==> src/rtl/wbpportx_pkg.sv <==
// Shared constants, status-word layout and FIFO depth clamp for the wbpportx parallel port.
package wbpportx_pkg;

    localparam logic [1:0] ADDR_CTRL  = 2'd0;
    localparam logic [1:0] ADDR_FIFO  = 2'd1;
    localparam logic [1:0] ADDR_RXREG = 2'd2;
    localparam logic [1:0] ADDR_TXREG = 2'd3;

    localparam int unsigned STAT_OVFL_BIT  = 17;
    localparam int unsigned STAT_FLAG_BIT  = 16;
    localparam int unsigned CTRL_RXRST_BIT = 16;
    localparam int unsigned CTRL_TXRST_BIT = 17;

    localparam int unsigned LGFLEN_MIN = 2;
    localparam int unsigned LGFLEN_MAX = 10;

    // RXREG/TXREG read word: flag is EMPTY for RX and FULL for TX
    typedef struct packed {
        logic [13:0] rsvd;
        logic        ovfl;
        logic        flag;
        logic [15:0] data;
    } stat_word_t;

    function automatic int unsigned clamp_lgflen(input int unsigned v);
        if (v < LGFLEN_MIN) return LGFLEN_MIN;
        if (v > LGFLEN_MAX) return LGFLEN_MAX;
        return v;
    endfunction

endpackage

==> src/rtl/wbpportx_if.sv <==
// Wishbone classic-pipelined slave bundle for wbpportx.
interface wbpportx_if;
    logic        i_wb_cyc;
    logic        i_wb_stb;
    logic        i_wb_we;
    logic [1:0]  i_wb_addr;
    logic [31:0] i_wb_data;
    logic        o_wb_ack;
    logic        o_wb_stall;
    logic [31:0] o_wb_data;

    modport master (
        output i_wb_cyc, i_wb_stb, i_wb_we, i_wb_addr, i_wb_data,
        input  o_wb_ack, o_wb_stall, o_wb_data
    );

    modport slave (
        input  i_wb_cyc, i_wb_stb, i_wb_we, i_wb_addr, i_wb_data,
        output o_wb_ack, o_wb_stall, o_wb_data
    );
endinterface

==> src/rtl/wbpportx_pp_fifo.sv <==
// First-word-fall-through FIFO with fill count and synchronous clear; used for both RX and TX.
module pp_fifo #(
    parameter int unsigned DW     = 8,
    parameter int unsigned LGFLEN = 4
) (
    input  logic            clk,
    input  logic            rst_n,
    input  logic            clr,
    input  logic            push,
    input  logic [DW-1:0]   push_data,
    input  logic            pop,
    output logic [DW-1:0]   head,
    output logic            empty,
    output logic            full,
    output logic [LGFLEN:0] fill
);
    localparam int unsigned   DEPTH     = 1 << LGFLEN;
    localparam logic [LGFLEN:0] DEPTH_CNT = (LGFLEN + 1)'(DEPTH);

    logic [DW-1:0]     mem [DEPTH];
    logic [LGFLEN-1:0] wr_ptr;
    logic [LGFLEN-1:0] rd_ptr;
    logic              do_push;
    logic              do_pop;

    assign empty   = (fill == '0);
    assign full    = (fill == DEPTH_CNT);
    assign do_pop  = pop && !empty;
    // a full FIFO still takes a push when the head leaves in the same cycle
    assign do_push = push && (!full || do_pop);
    assign head    = mem[rd_ptr];

    always_ff @(posedge clk or negedge rst_n) begin
        if (!rst_n) begin
            wr_ptr <= '0;
            rd_ptr <= '0;
            fill   <= '0;
        end else if (clr) begin
            wr_ptr <= '0;
            rd_ptr <= '0;
            fill   <= '0;
        end else begin
            if (do_push) wr_ptr <= wr_ptr + 1'b1;
            if (do_pop)  rd_ptr <= rd_ptr + 1'b1;
            case ({do_push, do_pop})
                2'b10:   fill <= fill + 1'b1;
                2'b01:   fill <= fill - 1'b1;
                default: ;
            endcase
        end
    end

    always_ff @(posedge clk) begin
        if (do_push && !clr) mem[wr_ptr] <= push_data;
    end

endmodule

==> src/rtl/wbpportx.sv <==
// Wishbone-slave parallel port with RX/TX FIFOs, sticky overflow flags and soft resets.
// Optional receive-idle timeout interrupt enabled by defining WBPPORTX_RXTIMEOUT_EN.
module wbpportx
    import wbpportx_pkg::*;
#(
    parameter int unsigned DW       = 8,
    parameter int unsigned LGFLEN   = 4,
    parameter logic [15:0] TOUT_DEF = 16'd1000
) (
    input  logic          i_clk,
    input  logic          i_rst_n,
    wbpportx_if.slave     wb,
    input  logic          i_pp_stb,
    input  logic [DW-1:0] i_pp_data,
    output logic          o_pp_rxrdy,
    output logic          o_pp_stb,
    output logic [DW-1:0] o_pp_data,
    input  logic          i_pp_busy,
    output logic          o_rx_int,
    output logic          o_rxfifo_int,
    output logic          o_tx_int,
    output logic          o_txfifo_int,
    output logic          o_rxto_int
);
    localparam int unsigned LGF   = clamp_lgflen(LGFLEN);
    localparam int unsigned DEPTH = 1 << LGF;
    localparam logic [LGF:0] HALF = (LGF + 1)'(DEPTH / 2);

    logic          wb_req;
    logic          ctrl_wr;
    logic          tx_push;
    logic          rxreg_rd;
    logic          txreg_rd;
    logic          rx_clr;
    logic          tx_clr;
    logic          rx_accept;
    logic          rx_drop;
    logic          tx_pop;
    logic          tx_drop;
    logic          rx_ovfl;
    logic          tx_ovfl;
    logic [15:0]   tout_rd;
    logic [31:0]   rd_data;
    stat_word_t    rx_stat;
    stat_word_t    tx_stat;

    logic [DW-1:0] rx_head;
    logic          rx_empty;
    logic          rx_full;
    logic [LGF:0]  rx_fill;
    logic          tx_empty;
    logic          tx_full;
    logic [LGF:0]  tx_fill;

    logic          unused_wdata;

    // Bus decode
    assign wb_req    = wb.i_wb_cyc && wb.i_wb_stb;
    assign ctrl_wr   = wb_req &&  wb.i_wb_we && (wb.i_wb_addr == ADDR_CTRL);
    assign tx_push   = wb_req &&  wb.i_wb_we && (wb.i_wb_addr == ADDR_TXREG);
    assign rxreg_rd  = wb_req && !wb.i_wb_we && (wb.i_wb_addr == ADDR_RXREG);
    assign txreg_rd  = wb_req && !wb.i_wb_we && (wb.i_wb_addr == ADDR_TXREG);
    assign rx_clr    = ctrl_wr && wb.i_wb_data[CTRL_RXRST_BIT];
    assign tx_clr    = ctrl_wr && wb.i_wb_data[CTRL_TXRST_BIT];
    assign unused_wdata = ^wb.i_wb_data;

    // Link-side handshakes; rxrdy comes from registered fill so a same-cycle pop frees nothing
    assign rx_accept = i_pp_stb && !rx_full;
    assign rx_drop   = i_pp_stb &&  rx_full;
    assign tx_pop    = !tx_empty && !i_pp_busy;
    assign tx_drop   = tx_push && tx_full && !tx_pop;

    pp_fifo #(.DW(DW), .LGFLEN(LGF)) u_rx_fifo (
        .clk       (i_clk),
        .rst_n     (i_rst_n),
        .clr       (rx_clr),
        .push      (rx_accept),
        .push_data (i_pp_data),
        .pop       (rxreg_rd),
        .head      (rx_head),
        .empty     (rx_empty),
        .full      (rx_full),
        .fill      (rx_fill)
    );

    pp_fifo #(.DW(DW), .LGFLEN(LGF)) u_tx_fifo (
        .clk       (i_clk),
        .rst_n     (i_rst_n),
        .clr       (tx_clr),
        .push      (tx_push),
        .push_data (wb.i_wb_data[DW-1:0]),
        .pop       (tx_pop),
        .head      (o_pp_data),
        .empty     (tx_empty),
        .full      (tx_full),
        .fill      (tx_fill)
    );

    assign o_pp_rxrdy   = !rx_full;
    assign o_pp_stb     = !tx_empty;
    assign o_rx_int     = !rx_empty;
    assign o_rxfifo_int = (rx_fill >= HALF);
    assign o_tx_int     = !tx_full;
    assign o_txfifo_int = (tx_fill < HALF);

    // Sticky overflow flags: soft reset beats a new overflow, which beats the read-clear
    always_ff @(posedge i_clk or negedge i_rst_n) begin
        if (!i_rst_n) begin
            rx_ovfl <= 1'b0;
            tx_ovfl <= 1'b0;
        end else begin
            if (rx_clr)        rx_ovfl <= 1'b0;
            else if (rx_drop)  rx_ovfl <= 1'b1;
            else if (rxreg_rd) rx_ovfl <= 1'b0;

            if (tx_clr)        tx_ovfl <= 1'b0;
            else if (tx_drop)  tx_ovfl <= 1'b1;
            else if (txreg_rd) tx_ovfl <= 1'b0;
        end
    end

`ifdef WBPPORTX_RXTIMEOUT_EN
    logic [15:0] tout;
    logic [15:0] idle_cnt;

    // Idle counter restarts whenever RX sees activity or has nothing to report
    always_ff @(posedge i_clk or negedge i_rst_n) begin
        if (!i_rst_n) begin
            tout     <= TOUT_DEF;
            idle_cnt <= TOUT_DEF;
        end else begin
            if (ctrl_wr) tout <= wb.i_wb_data[15:0];
            if (rx_accept || rxreg_rd || rx_empty) idle_cnt <= tout;
            else if (idle_cnt != '0)               idle_cnt <= idle_cnt - 1'b1;
        end
    end

    assign o_rxto_int = (idle_cnt == '0) && !rx_empty && (tout != '0);
    assign tout_rd    = tout;
`else
    assign o_rxto_int = 1'b0;
    assign tout_rd    = '0;
`endif

    // Read-data mux, sampled at the strobe cycle
    always_comb begin
        rx_stat      = '0;
        tx_stat      = '0;
        rd_data      = '0;
        rx_stat.ovfl = rx_ovfl;
        rx_stat.flag = rx_empty;
        rx_stat.data = rx_empty ? 16'h0 : 16'(rx_head);
        tx_stat.ovfl = tx_ovfl;
        tx_stat.flag = tx_full;
        case (wb.i_wb_addr)
            ADDR_CTRL:  rd_data = {4'(LGF), 4'(DW - 1), 8'h00, tout_rd};
            ADDR_FIFO:  rd_data = {16'(tx_fill), 16'(rx_fill)};
            ADDR_RXREG: rd_data = rx_stat;
            default:    rd_data = tx_stat;
        endcase
    end

    assign wb.o_wb_stall = 1'b0;

    always_ff @(posedge i_clk or negedge i_rst_n) begin
        if (!i_rst_n) begin
            wb.o_wb_ack  <= 1'b0;
            wb.o_wb_data <= '0;
        end else begin
            wb.o_wb_ack <= wb_req;
            if (wb_req) wb.o_wb_data <= rd_data;
        end
    end

endmodule

==> src/flat_wrapper.sv <==
// flat-port wrapper written by rule: the top's interface ports become plain ports
module wbpportx_flat import wbpportx_pkg::*;
#(
    parameter int unsigned DW       = 8,
    parameter int unsigned LGFLEN   = 4,
    parameter logic [15:0] TOUT_DEF = 16'd1000
)
  (i_clk, i_rst_n, i_pp_stb, i_pp_data, o_pp_rxrdy, o_pp_stb, o_pp_data, i_pp_busy, o_rx_int, o_rxfifo_int, o_tx_int, o_txfifo_int, o_rxto_int, wb_i_wb_cyc, wb_i_wb_stb, wb_i_wb_we, wb_i_wb_addr, wb_i_wb_data, wb_o_wb_ack, wb_o_wb_stall, wb_o_wb_data);
  wbpportx_if wb_i ();
  input  logic i_clk;
  input  logic i_rst_n;
  input  logic i_pp_stb;
  input  logic [DW-1:0] i_pp_data;
  output logic o_pp_rxrdy;
  output logic o_pp_stb;
  output logic [DW-1:0] o_pp_data;
  input  logic i_pp_busy;
  output logic o_rx_int;
  output logic o_rxfifo_int;
  output logic o_tx_int;
  output logic o_txfifo_int;
  output logic o_rxto_int;
  input wire logic [$bits(wb_i.i_wb_cyc)-1:0] wb_i_wb_cyc;
  input wire logic [$bits(wb_i.i_wb_stb)-1:0] wb_i_wb_stb;
  input wire logic [$bits(wb_i.i_wb_we)-1:0] wb_i_wb_we;
  input wire logic [$bits(wb_i.i_wb_addr)-1:0] wb_i_wb_addr;
  input wire logic [$bits(wb_i.i_wb_data)-1:0] wb_i_wb_data;
  output wire logic [$bits(wb_i.o_wb_ack)-1:0] wb_o_wb_ack;
  output wire logic [$bits(wb_i.o_wb_stall)-1:0] wb_o_wb_stall;
  output wire logic [$bits(wb_i.o_wb_data)-1:0] wb_o_wb_data;
  assign wb_i.i_wb_cyc = wb_i_wb_cyc;
  assign wb_i.i_wb_stb = wb_i_wb_stb;
  assign wb_i.i_wb_we = wb_i_wb_we;
  assign wb_i.i_wb_addr = wb_i_wb_addr;
  assign wb_i.i_wb_data = wb_i_wb_data;
  assign wb_o_wb_ack = wb_i.o_wb_ack;
  assign wb_o_wb_stall = wb_i.o_wb_stall;
  assign wb_o_wb_data = wb_i.o_wb_data;
  wbpportx #(.DW(DW), .LGFLEN(LGFLEN), .TOUT_DEF(TOUT_DEF)) u_core (.i_clk(i_clk), .i_rst_n(i_rst_n), .wb(wb_i), .i_pp_stb(i_pp_stb), .i_pp_data(i_pp_data), .o_pp_rxrdy(o_pp_rxrdy), .o_pp_stb(o_pp_stb), .o_pp_data(o_pp_data), .i_pp_busy(i_pp_busy), .o_rx_int(o_rx_int), .o_rxfifo_int(o_rxfifo_int), .o_tx_int(o_tx_int), .o_txfifo_int(o_txfifo_int), .o_rxto_int(o_rxto_int));
endmodule
==> config.mk <==
export PLATFORM = sky130hd
export DESIGN_NAME = wbpportx_flat
export DESIGN_NICKNAME = d
export VERILOG_FILES = /design/src/rtl/wbpportx_pkg.sv /design/src/rtl/wbpportx_if.sv /design/src/rtl/wbpportx_pp_fifo.sv /design/src/rtl/wbpportx.sv /design/src/flat_wrapper.sv
export SDC_FILE = /design/constraint.sdc
export NUM_CORES = 1
export LEC_CHECK = 0
export ABC_AREA = 1
export ABC_CLOCK_PERIOD_IN_PS = 2800
export CORE_AREA = 2 2 169 204
export DETAILED_ROUTE_END_ITERATION = 6
export DIE_AREA = 0 0 171 206
export DONT_BUFFER_PORTS = 1
export HOLD_SLACK_MARGIN = 0.06
export PLACE_DENSITY = 0.63
export SYNTH_ARGS = -nofsm -noshare
export SYNTH_HDL_FRONTEND = slang
export SYNTH_SLANG_ARGS = --single-unit
==> constraint.sdc <==
create_clock -name i_clk -period 2.8 [get_ports i_clk]
set_input_delay 0.56 -clock i_clk [delete_from_list [all_inputs] [get_ports i_clk]]
set_output_delay 0.56 -clock i_clk [all_outputs]
set_load 0.02 [all_outputs]
Yosys cells after proc, flatten, opt, wreduce, memory -nomap -nowiden
Memories as Yosys holds them, arrays and structs flattened. Cells that the tools add are included.

Register bits after elaboration: 61. Bits in writable memories: 256. Input bits: 49. Output and inout port bits: 49. Word-level logic and storage cells: 97. Memories kept: 2.

Memory list: u_core.u_rx_fifo.mem (depth 16, width 8, rd ports 1, clocked after memory_dff 0, wr ports 1, RTL line wbpportx_pp_fifo.sv:20) `logic [DW-1:0] mem [DEPTH];`; u_core.u_tx_fifo.mem (depth 16, width 8, rd ports 1, clocked after memory_dff 0, wr ports 1, RTL line wbpportx_pp_fifo.sv:20).

Add/sub/neg operators: 8. Order comparisons: 2. Equal/unequal tests: 9. Mux-type cells: 24. Reduce and logical (&&, ||, !) cells: 42.

Operators by type and width (number): one-hot mux 31 bit (3 select lines) (1); two-way mux 4 bit (8); logical AND 1 bit (20); one-hot mux 5 bit (2 select lines) (2); adder 4 x 1 -> 4 bit, second input constant (4); nonzero test 3 bit (4); adder 5 x 1 -> 5 bit, second input constant (2); equality test 5 bit, second input constant (2); logical NOT 5 bit (2); two-way mux 1 bit (10); two-way mux 5 bit (2); subtractor 5 x 1 -> 5 bit, second input constant (2); logical NOT 1 bit (9); equality test 2 bit, second input constant (4); two-way mux 8 bit (1); nonzero test 2 bit (4); equality test 2 x 1 -> 1 bit, second input constant (3); greater-or-equal comparator 5 x 4 -> 1 bit, second input constant (1); less-than comparator 5 x 4 -> 1 bit, second input constant (1); logical NOT 2 bit (1); logical OR 1 bit (2).

Logic depth before layout (Yosys ltp)
Depth in word-level cells: 9. Depth in mapped cells: 17. Mapped depth without buffers: 16.

Modules after synthesis
Synthesis repeated with hierarchy kept, for this count alone.

Cells, all modules: 1149. Area, all modules: 13160.1 um^2.

Modules (own cells, without submodules): pp_fifo (u_core.u_tx_fifo) (instances 1, cells an instance 507, area each 6087.1 um^2, seq. area each 4169.0 um^2); pp_fifo (u_core.u_rx_fifo) (instances 1, cells an instance 507, area each 6084.6 um^2, seq. area each 4169.0 um^2); wbpportx (instances 1, cells an instance 135, area each 988.4 um^2, seq. area each 425.4 um^2).

Worst setup path before layout
No wires, ideal clock.

Path type: input to register. Start: in wb_i_wb_cyc. End: reg u_core.u_rx_fifo.fill[4]. Setup time: 0.128 ns. Arrival time: 2.303 ns. Required time: 2.672 ns. Slack: 0.369 ns. Stages on the path: 14. Path buffers: 1. Cells stage by stage: nand2_2 > nor2_1 > nand2_1 > nor2_2 > ha_1 > clkbuf_2 > xor2_1 > ha_1 > inv_1 > nand2_1 > nand2_1 > o21ai_0 > xor2_1 > o22ai_1.

Cells in the longest elaborated chain, start to end: 9. Elaborated cells on any way between the ends: 14. Classes of those cells: 2 x eq/ne; 2 x mux; 10 x reduce/logical.

Ends and longest elaborated chain: from (decl) (RTL line flat_wrapper.sv:23) `input wire logic [$bits(wb_i.i_wb_cyc)-1:0] wb_i_wb_cyc;`; logical AND 1 bit * (RTL line wbpportx.sv:58) `assign wb_req = wb.i_wb_cyc && wb.i_wb_stb;`; logical AND 1 bit (2 in series) (RTL line wbpportx.sv:61) `assign rxreg_rd = wb_req && !wb.i_wb_we && (wb.i_wb_addr == ADDR_RXREG);`; logical AND 1 bit (RTL line wbpportx_pp_fifo.sv:28) `assign do_pop = pop && !empty;`; logical OR 1 bit (RTL line wbpportx_pp_fifo.sv:30) `assign do_push = push && (!full || do_pop);`; logical AND 1 bit (RTL line wbpportx_pp_fifo.sv:30); equality test 2 x 1 -> 1 bit or equality test 2 bit (tied branches) (RTL line wbpportx_pp_fifo.sv:45) `case ({do_push, do_pop})`; one-hot mux 5 bit (2 select lines) (RTL line wbpportx_pp_fifo.sv:45); two-way mux 5 bit (RTL line wbpportx_pp_fifo.sv:38) `end else if (clr) begin`; to (signal assigned) (RTL line wbpportx_pp_fifo.sv:46) `2'b10: fill <= fill + 1'b1;`; to (signal assigned) (RTL line wbpportx_pp_fifo.sv:47) `2'b01: fill <= fill - 1'b1;`; to (decl) (RTL line wbpportx_pp_fifo.sv:15) `output logic [LGFLEN:0] fill`.

Mark *: on every way between the ends. The rest lies on a longest branch, timed or not. A chain may end at the register's enable or synchronous reset.

Worst setup path in the final report
Start: reg u_core.u_tx_fifo.rd_ptr[0]. End: out o_pp_data[5].

Cells in the longest elaborated chain, start to end: 1.

Ends and longest elaborated chain: from (decl) (RTL line wbpportx_pp_fifo.sv:22) `logic [LGFLEN-1:0] rd_ptr;`; from (signal assigned) (RTL line wbpportx_pp_fifo.sv:44) `if (do_pop) rd_ptr <= rd_ptr + 1'b1;`; memory (16 x 8 bit); to (decl) (RTL line flat_wrapper.sv:16) `output logic [DW-1:0] o_pp_data;`.

Every way passes these cells.

==> out/qor.yml <==
synth.largest_area_cell: "edfxtp_1"
cp_max_fo: 18
hp-class: "input port to flip-flop"
layout.cells.non_filler: 1723
ys.flop_type: "edfxtp_1"
ys_top_cells_by_area: "edfxtp_1, dfrtp_1, nand2_1, nor2_1, o21ai_0"
hold_violations: 0
period_share_pct: 97.3
initial_core_util_pct: 39.1
critical_path_class: "flip-flop to output port"
num_antenna_cells: 0
endpoint_kind: "output port"
rsz0062_at_grt: "yes"
startpoint_type: "flip-flop"
cts_buffers: 34
p_leak_nw: 5.82
crit_path_frequent_cell: "buf_4"
dp_cells: 1662
grt_overflow: 0
worstPathArrival_ns: 2.16
yosys_warnings: 0
drcViolationCount: 0
synth_cell_types: 36
cts_setup_buffers: 0
coreArea_um2: 33500
pwr_density_cell_nw_per_um2: 982
htreeDepth: 2
fin_nets: 1310
syn2layout_area_growth_pct: 13.8
async_reset_ff_share_pct: 14.4
yosys.area_share.simple_pct: 16.0
finalSetupViolations: 0
status: "completed"
synth_xor_area_share_pct: 0.669
drtIter0Drc: 487
rows: 74
grt_max_degree: 65
track_usage_pct: 15.9
syn_avg_cell_area_um2: 10.9
clk_pin_slew_ns: 0.06
yosysTopAreaCellShare_pct: 58.7
drv_slew: 0
fin_crit_ns: 2.72
synth_compound_area_share_pct: 8.03
fill_cells: 3133
place_congestion: 0.813
root_buffer: "clkbuf_16"
fp.dieArea_um2: 35200
tightestPinTransition_ns: 0.747
worst_ep_required_time_ns: 2.24
maxCapViolCount: 0
cts_buffer_depth: 3
synth_cells: 1207
fp.dieH_um: 206
fmax_ghz: 0.367
cts.sinks: 299
synth_top_family_by_area: "simple AND/OR/NAND/NOR gates"
crit_chain: "inv_2, buf_4, buf_4, nor2_1, o211ai_1, nand3_1, nand2_1"
antenna_found_initial: 0
yosysSeqAreaShare_pct: 66.9
whs_ns: 0.136
drt-total-wl_mm: 28.0
drtPass1Iterations: 5
cts_tree: "yes"
max_stage_delay_ns: 0.44
wl_per_cell_um: 16.3
io_buffers: 0
synth_edf_count: 256
drive_gt1_share_pct: 10.5
ant_nets: 0
syn-cell-area_um2: 13100
fp.dieW_um: 171
grt_first_pass_wirelength_mm: 43.6
synthAdderAreaFrac_pct: 1.62
boundaryPins: 98
dp_hpwl_mm: 18.6
cp_slowest_cell: "dfrtp_2"
vias: 8444
slew_headroom_pct: 50.2
grt_pass1_vias: 8326
skew_ns: 0.0182
insertion_delay_ns: 0.51
yosys-mux-area-fraction_pct: 0.0764
ir_worst_vdd_mv: 0.650
vias_per_cell: 4.90
ys_ff_latch: 299
==> area by class of cell <==
class                           instances  area [µm²]  share of cell area [%]
Clock buffer                           41         918                    6.16
Tap cell                              456         571                    3.83
Inverter                              108         405                    2.72
Clock inverter                         18         215                    1.44
Multi-Input combinational cell        742        3540                    23.7
Sequential cell                       299        8770                    58.8
Timing Repair Buffer                   59         490                    3.29
==> per-layer routing <==
layer	part of all wire [%]	GRT usage [%]	wire (µm)
met1	41	19.0	11400
met2	51	28.4	14300
met3	4.8	2.97	1340
met4	3.4	6.27	964
met5	0	0	0
==> final timing paths <==
path                       cells after the start                       start                          end  slack, ns
hold / removal                                 0                i_pp_data[2]  u_core.u_rx_fifo.mem[11][2]       0.14
hold reg to reg                                2              u_core.tx_ovfl               u_core.tx_ovfl       0.54
setup reg to reg                              12    u_core.u_tx_fifo.fill[1]     u_core.u_tx_fifo.fill[4]       0.32
setup / recovery                               7  u_core.u_tx_fifo.rd_ptr[0]                 o_pp_data[5]       0.08
max in group asynchronous                      2                     i_rst_n   u_core.u_rx_fifo.rd_ptr[0]       1.98
min in group asynchronous                      2                     i_rst_n   u_core.u_rx_fifo.rd_ptr[3]       0.61
==> metrics by stage <==
stage | area (µm²) | TNS, ns | utilization, % | total power, mW | setup WS [ns]
2_1_floorplan | 13200 | 0 | - | 9.05 | 0.369
3_3_place_gp | 13700 | 0 | 40.9 | 10.1 | 0.304
3_5_place_dp | 13700 | 0 | 40.9 | 10.2 | 0.280
4_1_cts | 14900 | 0 | 44.4 | 14.7 | 0.0465
5_1_grt | 14900 | -0.0908 | 44.5 | 15.5 | -0.0578
6_report | 14900 | 0 | 44.5 | 14.6 | 0.0754
==> flip-flops by register name, indices dropped and copies added, names as in the netlist <==
register                 cells
u_core.u_tx_fifo.mem       128
u_core.u_rx_fifo.fill        5
u_core.u_rx_fifo.mem       128
u_core.tx_ovfl               1
u_core.u_rx_fifo.rd_ptr      4
u_core.u_tx_fifo.wr_ptr      4
u_core.u_tx_fifo.fill        5
u_core.u_tx_fifo.rd_ptr      4
u_core.wb.o_wb_data         14
u_core.u_rx_fifo.wr_ptr      4
u_core.rx_ovfl               1
u_core.wb.o_wb_ack           1
==> cell usage after synthesis (2+ instances only) <==
cell type and n:
dfrtp_1 43, xor2_1 6, xnor2_1 4, ha_1 17
o21ai_1 9, nand3_1 97, clkbuf_1 18, buf_4 34
a31oi_1 2, clkinv_1 3, o22ai_1 4, inv_2 9
o21ai_0 105, nor2_2 4, inv_1 96, a21oi_1 10
nand4_1 3, buf_2 16, edfxtp_1 256, o31ai_1 4
o211ai_1 43, nor3_1 2, buf_6 5, nor2_1 182
nand2_2 4, nand2_1 221
==> cell families after synthesis <==
| family | after synthesis |
|---|---|
| xor gates and xnor gates | 10 |
| adders and majority gates | 17 |
| AOI/OAI and AO/OA | 182 |
| DFF | 299 |
| and+or+nand+nor | 515 |
| buffers and inverters | 182 |
| muxes | 1 |
| other | 1 |
==> critical path, delay by kind of cell (launching register included) <==
| family | cells | cell delay [ns] |
|---|---|---|
| buf+inv | 3 | 0.61 |
| compound gates | 1 | 0.19 |
| simple gates | 3 | 0.41 |
| flops | 1 | 0.44 |
==> where the power goes <==
part / switching, mW / leakage (nW) / internal (mW)
Sequential: 0.415 / 2.84 / 5.27
Clock: 1.71 / 0.554 / 2.71
Combinational: 3.11 / 2.42 / 1.42
==> repair_timing <==
item / CTS / global route
hold endpoints to repair: 43 / 0
setup endpoints to repair: 1 / 6
pin swaps: 1 / 2
resized for setup: 2 / 5
hold buffers: 2 / 0
==> layout by cell type (no fill, tap or decap), types with 10 or more instances in the layout <==
master	n
a21oi_1	10
buf_4	55
clkbuf_16	35
clkinv_1	10
conb_1	17
dfrtp_1	40
edfxtp_1	256
ha_1	17
inv_1	96
nand2_1	216
nand3_1	97
nor2_1	182
o211ai_1	43
o21ai_0	104
o21ai_1	10
(Power assumes the default switching activity.)
